**src/rtl/lane_collector.sv**
```systemverilog
// lane_collector: gathers the 64 finished 25-bit state slices streamed out by the
// encoder, transposes them slice-major -> lane-major in a 25x64 buffer, and emits the
// 25 lanes over a valid/ready handshake.
//
// Ports:
//   clk        rising-edge clock
//   rst        asynchronous active-low reset
//   clr        synchronous abort back to IDLE, buffered data discarded
//   sliceIn    slice data, slices delivered in order 0..NUM_SLICES-1
//   sliceValid sliceIn carries a valid slice
//   sliceReady block can accept a slice (low only while draining)
//   laneOut    current lane (zero when no lane is valid)
//   laneIdx    index of the lane on laneOut
//   laneValid  laneOut/laneIdx are valid
//   laneReady  consumer accepts the lane
//   done       one-cycle pulse after the last lane is accepted
module lane_collector #(
    parameter int unsigned SLICE_W    = 25,
    parameter int unsigned NUM_SLICES = 64
) (
    input  logic                  clk,
    input  logic                  rst,
    input  logic                  clr,
    input  logic [SLICE_W-1:0]    sliceIn,
    input  logic                  sliceValid,
    output logic                  sliceReady,
    output logic [NUM_SLICES-1:0] laneOut,
    output logic [4:0]            laneIdx,
    output logic                  laneValid,
    input  logic                  laneReady,
    output logic                  done
);

    localparam int unsigned CntW = $clog2(NUM_SLICES);

    typedef enum logic [1:0] {
        StIdle    = 2'd0,
        StCollect = 2'd1,
        StDrain   = 2'd2
    } state_e;

    state_e                state;
    logic [CntW-1:0]       cnt;
    logic [NUM_SLICES-1:0] buffer [SLICE_W];

    always_ff @(posedge clk or negedge rst) begin
        if (!rst) begin
            state   <= StIdle;
            cnt     <= '0;
            laneIdx <= '0;
            done    <= 1'b0;
            for (int i = 0; i < SLICE_W; i++) begin
                buffer[i] <= '0;
            end
        end else begin
            done <= 1'b0;
            if (clr) begin
                // Buffer is left as is: every column is rewritten before the next drain.
                state   <= StIdle;
                cnt     <= '0;
                laneIdx <= '0;
            end else begin
                case (state)
                    StIdle, StCollect: begin
                        // cnt is 0 in IDLE, so the first slice lands in column 0.
                        if (sliceValid) begin
                            for (int i = 0; i < SLICE_W; i++) begin
                                buffer[i][cnt] <= sliceIn[i];
                            end
                            if (cnt == CntW'(NUM_SLICES - 1)) begin
                                cnt   <= '0;
                                state <= StDrain;
                            end else begin
                                cnt   <= cnt + 1'b1;
                                state <= StCollect;
                            end
                        end
                    end
                    StDrain: begin
                        if (laneReady) begin
                            if (laneIdx == 5'(SLICE_W - 1)) begin
                                laneIdx <= '0;
                                done    <= 1'b1;
                                state   <= StIdle;
                            end else begin
                                laneIdx <= laneIdx + 1'b1;
                            end
                        end
                    end
                    default: begin
                        state   <= StIdle;
                        cnt     <= '0;
                        laneIdx <= '0;
                    end
                endcase
            end
        end
    end

    always_comb begin
        sliceReady = (state != StDrain);
        laneValid  = (state == StDrain);
        laneOut    = laneValid ? buffer[laneIdx] : '0;
    end

endmodule
```
**config.mk**
```make
export PLATFORM = sky130hd
export DESIGN_NAME = lane_collector
export DESIGN_NICKNAME = d
export VERILOG_FILES = /design/src/rtl/lane_collector.sv
export SDC_FILE = /design/constraint.sdc
export NUM_CORES = 2
export LEC_CHECK = 0
export BUFFER_PORTS_ARGS = -buffer_cell sky130_fd_sc_hd__buf_2
export CORE_MARGIN = 3
export CORE_UTILIZATION = 50
export CTS_BUF_LIST = sky130_fd_sc_hd__clkbuf_4 sky130_fd_sc_hd__clkbuf_8
export CTS_CLUSTER_DIAMETER = 40
export DETAILED_ROUTE_END_ITERATION = 10
export MAX_ROUTING_LAYER = met4
export PLACE_DENSITY_LB_ADDON = 0.3
export SKIP_CTS_REPAIR_TIMING = 1
export SYNTH_ARGS = -nofsm -noshare
export SYNTH_HDL_FRONTEND = slang
export SYNTH_SLANG_ARGS = --single-unit
```
**constraint.sdc**
```tcl
create_clock -name clk -period 2.9 [get_ports clk]
set_input_delay 0.435 -clock clk [delete_from_list [all_inputs] [get_ports clk]]
set_output_delay 0.435 -clock clk [all_outputs]
set_load 0.02 [all_outputs]
```
# Word-level counts from Yosys, hierarchy flattened
# Cells that the tools add are included.
# totals
reg_bits,1614
in_bits,30
latchBits,0
output_inout_bits,72
memories,0
wordCells,102
ramBits,0
rom_bits,0
# op_classes
n_bitwise,2
addsub,2
mul,0
magnitude_cmp,3
shifts,0
n_eq_ne,10
div,0
reduce_logical,7
muxes,49
# op_table
operator,n
bitwise mux 64 bit,25
binary-select mux 64 bit (select 5 bit),1
2-to-1 mux 64 bit,3
2-to-1 mux 6 bit,3
2-to-1 mux 5 bit,3
one-hot mux 6 bit (2 select lines),1
2-to-1 mux 2 bit,5
one-hot mux 5 bit (2 select lines),1
"less-than comparator 6 x 7 -> 1 bit, second input constant",1
"adder 6 x 1 -> 6 bit, second input constant",1
demux 1 bit (select 6 bit),1
"== test 6 bit, second input constant",1
">= comparator 6 x 1 -> 1 bit, second input constant",1
">= comparator 6 bit, second input constant",1
"!= test 2 bit, second input constant",3
"!= test 3 x 2 -> 1 bit, second input constant",2
inverter 5 -> 6 bit,1
AND reduction 3 bit,2
"adder 5 x 1 -> 5 bit, second input constant",1
"== test 5 bit, second input constant",1
2-to-1 mux 1 bit,5
one-hot mux 2 bit (2 select lines),1
AND reduction 2 bit,2
"!= test 3 bit, second input constant",1
other kinds (6),6

# Depth between registers and ports, before layout
# logic_depth
word_depth,5
mapped_depth,10
mapped_depth_nobuf,6

# Least setup slack after synthesis
# OpenSTA, ideal clock, no wires.
# synth_timing
path_kind,flip-flop to output port
start,register state[0]
end,output port laneOut[0]
stages_incl_launch_ff,7
setup_slack_ns,0.066
t_arrival_ns,2.399
cell_sequence,dfrtp_1 nor2_1 clkinv_1 nor2_1 clkbuf_1 nand3_1 a211oi_1
# synth_between
elab_chain_cells,2
# synth_lines
item,line,source
from (decl),42,state_e state;
from (signal assigned),48,state <= StIdle;
from (signal assigned),59,state <= StIdle;
from (signal assigned),72,state <= StDrain;
== test 2 bit,102,laneValid = (state == StDrain);
via laneValid,29,"output logic laneValid,"
2-to-1 mux 64 bit,103,laneOut = laneValid ? buffer[laneIdx] : '0;
to (decl),27,"output logic [NUM_SLICES-1:0] laneOut,"
# The timed path passes the listed nets, and every way through them passes these cells.

# Final worst setup path
# layout_timing
start,register laneIdx[1]
end,output port laneOut[14]
# layout_between
elab_chain_cells,5
# layout_lines
item,line,source
from (decl),28,"output logic [4:0] laneIdx,"
from (signal assigned),86,laneIdx <= laneIdx + 1'b1;
inverter 5 -> 6 bit (not written as such),103,
binary-select mux 64 bit (select 5 bit),103,
2-to-1 mux 64 bit (not written as such) (2 in series),103,
2-to-1 mux 64 bit,103,
# No other way between the ends. The select of a mux whose other input is x is not followed.

==> impl_results.md <==
* Share of cells above drive strength 1 at 0.566
* DRC Markers at 0
* Synth-to-Final Area Change at 17.1%
* Antenna-violating nets left at 0
* Fmax at about 0.27 GHz
* Final hold violation count at 0
* PortBufs at 101
* Gr ovfl total at 0
* # setup viols final at 64
* Wl on met1 at between 80000 and 90000 µm
* CP Class: flop to output pin
* Peak VDD IR at between 0.5 and 0.6 mV
* Lkg Pwr at 40.8 nW
* Antenna violations before repair at 14
* Distinct cells, synth at 55
* Predominant post-synthesis flop cell: dfrtp_1
* Final instance area at 86100 µm²
* Nets at slightly above 5000
* Die area at 152000 µm²
* Max_cap viols at 0
* Crit path time final at about 3.7 ns
* TritonRoute pass-1 iters at 5
* Syn avg cell area at 15.0 µm²
* I/O Pins at 102
* Met2 wire len at 96900 µm
* CTS H-tree lvls at 5
* Largest net degree at the start of global routing at roughly 140
* Seq/Total Area, Yosys at 0.549
* Dpl hpwl at 108000 µm
* Met3 WL at 13200 µm
* FF+latch count, synth at 1614
* WL final at a little over 200000 µm
* Filler instances at 11105
* Highest routed metal layer: met4
* Die X at approximately 400 µm
* Mapped Nets at 4924
* Skew-Pair Late Insertion Delay at 0.99 ns
* Clk pin slew, worst setup/hold paths at 0.06 ns
* Initial Utilization at 0.504
* CTS tree: built
* Slew HR at 0.227
* CTS Sinks at about 1600
* Via Count at 44750
* Power per standard cell area at 567 nW/µm²
* Arrival @ worst endpoint at 3.24 ns
* Mapped Cells at 4891
* Final Util at 0.590
* YS warnings at 0
* Die Span Y at 390 µm
* Post-DR wirelength/cell at 28.1 µm
* Clock Skew at around 0.046 ns
* RSZ-0062 raised after global routing: true
* GPL Wtd Cong at 0.804
* Slew @ Worst Pin at 1.16 ns
* CTS root buf: clkbuf_8
* Crit-path max FO at 8
* Share of flip-flops with an asynchronous set or reset at 1.00
* Min-delay worst type: input pin to asynchronous set/reset pin
* Startpoint types: flop
* CP Capture Type: output pin
* Final period util at 1.27
* Failing checks: setup timing
* Iteration-0 DRC Markers at 3474
* Worst EP required at 2.47 ns
* Vias/cell at around 6.2
* Setup WS post-layout at -0.775 ns
* CORE AREA at 146000 µm²
* Post-Syn Area at 73500 µm²
* First-pass GRT wire length at 295000 µm
* EDFF count, synth at 0
* # rows at 140
* Total track usage at 0.264
* Bufs on Longest Clock Path at 4
* Slew Limit Fails at 0
* Post-DP Area at 77100 µm²
* Status: complete, but fails checks
* Vias in the first global route at around 46000
* Clock buffer count from CTS at 288
[cell usage in the layout, fill, tap and decap left out, types with 13 or more instances in the layout]
master / instances
dfrtp_1: 1610
mux2_2: 1582
clkbuf_8: 349
buf_4: 263
mux2i_1: 257
mux4_2: 256
a22oi_1: 98
clkbuf_4: 98
o22ai_1: 94
buf_12: 83
a21o_1: 64
nand2_1: 61
a211oi_2: 55
nand3_1: 47
nand2_2: 38
buf_6: 35
o22ai_2: 32
a22oi_2: 31
clkbuf_16: 25
nand2_4: 24
nand3_2: 19
mux2_1: 19
buf_16: 18
nor2_1: 15
clkinv_2: 14
buf_8: 13
buf_2: 13
[metal layers]
metal	up-vias	track usage
met5	-	-
met4	0	0.0712
met3	322	0.0519
met2	1383	0.407
met1	24358	0.360
li1	18687	-
[critical path, stage by stage, from the launching register on]
cell and delay, ns:
dfrtp_4 0.49, buf_12 0.15, nor4b_4 0.20, buf_4 0.18, buf_12 0.20, buf_12 0.15
clkbuf_16 0.17, nand2_2 0.04, a21o_1 0.18, a211oi_2 0.28, buf_4 0.20
[metrics by stage]
stage	std cells	hold slack [ns]	setup TNS [ns]	setup WS (ns)	power, mW
final	7263	0.0399	-40.93	-0.775	48.8
after global routing	7263	0.0160	-47.33	-0.857	50.6
after CTS	7137	-0.624	-64.59	-1.22	49.2
after detailed placement	6659	0.460	-0.276	-0.126	27.2
after global placement	6659	0.455	-0.315	-0.174	27.1
after floorplan	4891	0.139	0	0.0660	25.8
[state kept, by name, summed over array words and instances, names as in the netlist]
signal,count
laneIdx,5
buffer,1600
state,2
done,1
cnt,6
[cell families (layout without fill, tap and decap cells)]
family	Yosys count	count (layout)	synth area share
AO/OA/AOI/OAI	400	400	0.0385
XOR/XNOR	8	8	0.000953
adder cells (fa/ha/maj)	3	3	0.000510
buffers and inverters	497	942	0.0326
flip-flops	1614	1614	0.549
multiplexers	2114	2114	0.358
other	0	6	0
AND/OR/NAND/NOR	255	259	0.0198
[synthesized netlist by cell type, drive strengths merged (2+ instances only)]
cell type | n | area (µm²)
nand2 | 123 | 619
inv | 4 | 15.0
nor2 | 28 | 130
clkbuf | 256 | 961
xnor2 | 4 | 35.0
and3b | 2 | 17.5
a211oi | 65 | 488
and2 | 2 | 12.5
or3 | 2 | 12.5
nor4b | 2 | 17.5
o22ai | 128 | 801
mux4 | 256 | 5770
a21o | 64 | 480
nand4bb | 2 | 55.1
nand2b | 3 | 28.8
nand3b | 3 | 22.5
buf | 236 | 1420
ha | 3 | 37.5
and3 | 2 | 12.5
nor3b | 3 | 22.5
nor2b | 5 | 31.3
a22oi | 129 | 968
mux2i | 257 | 2570
dfrtp | 1614 | 40400
nor3 | 6 | 80.1
nor4 | 3 | 40.0
a21oi | 5 | 25.0
mux2 | 1601 | 18000
xor2 | 4 | 35.0
nand3 | 67 | 335
[final cells by class]
cell class	instances	area [µm²]	area share
sequential	1614	40400	0.469
multi-input combinational	2784	31900	0.370
clock buffer	447	5540	0.0643
timing repair buffer	459	5500	0.0639
tap	1917	2400	0.0278
clock inverter	31	382	0.00443
inverter	5	21.3	0.000247
antenna	6	15.0	0.000174
[power breakdown]
part | total, mW | internal, mW | switching (mW)
Sequential | 24.0 | 23.5 | 0.483
Clock | 22.0 | 12.8 | 9.22
Combinational | 2.85 | 1.24 | 1.61
[path summary, 6_finish.rpt]
check                      cells after the start         start      endpoint  slack [ns]
min reg2reg                                    1  buffer[1119]  buffer[1119]        0.49
min                                            2           rst   buffer[650]        0.04
min in group clk                               2    sliceIn[3]  buffer[1393]        0.06
max                                           10    laneIdx[1]   laneOut[14]       -0.77
max in group asynchronous                      4           rst  buffer[1213]        1.70
max reg2reg                                    5        cnt[2]  buffer[1383]        0.39
Power figures use the tool's default switching activity.
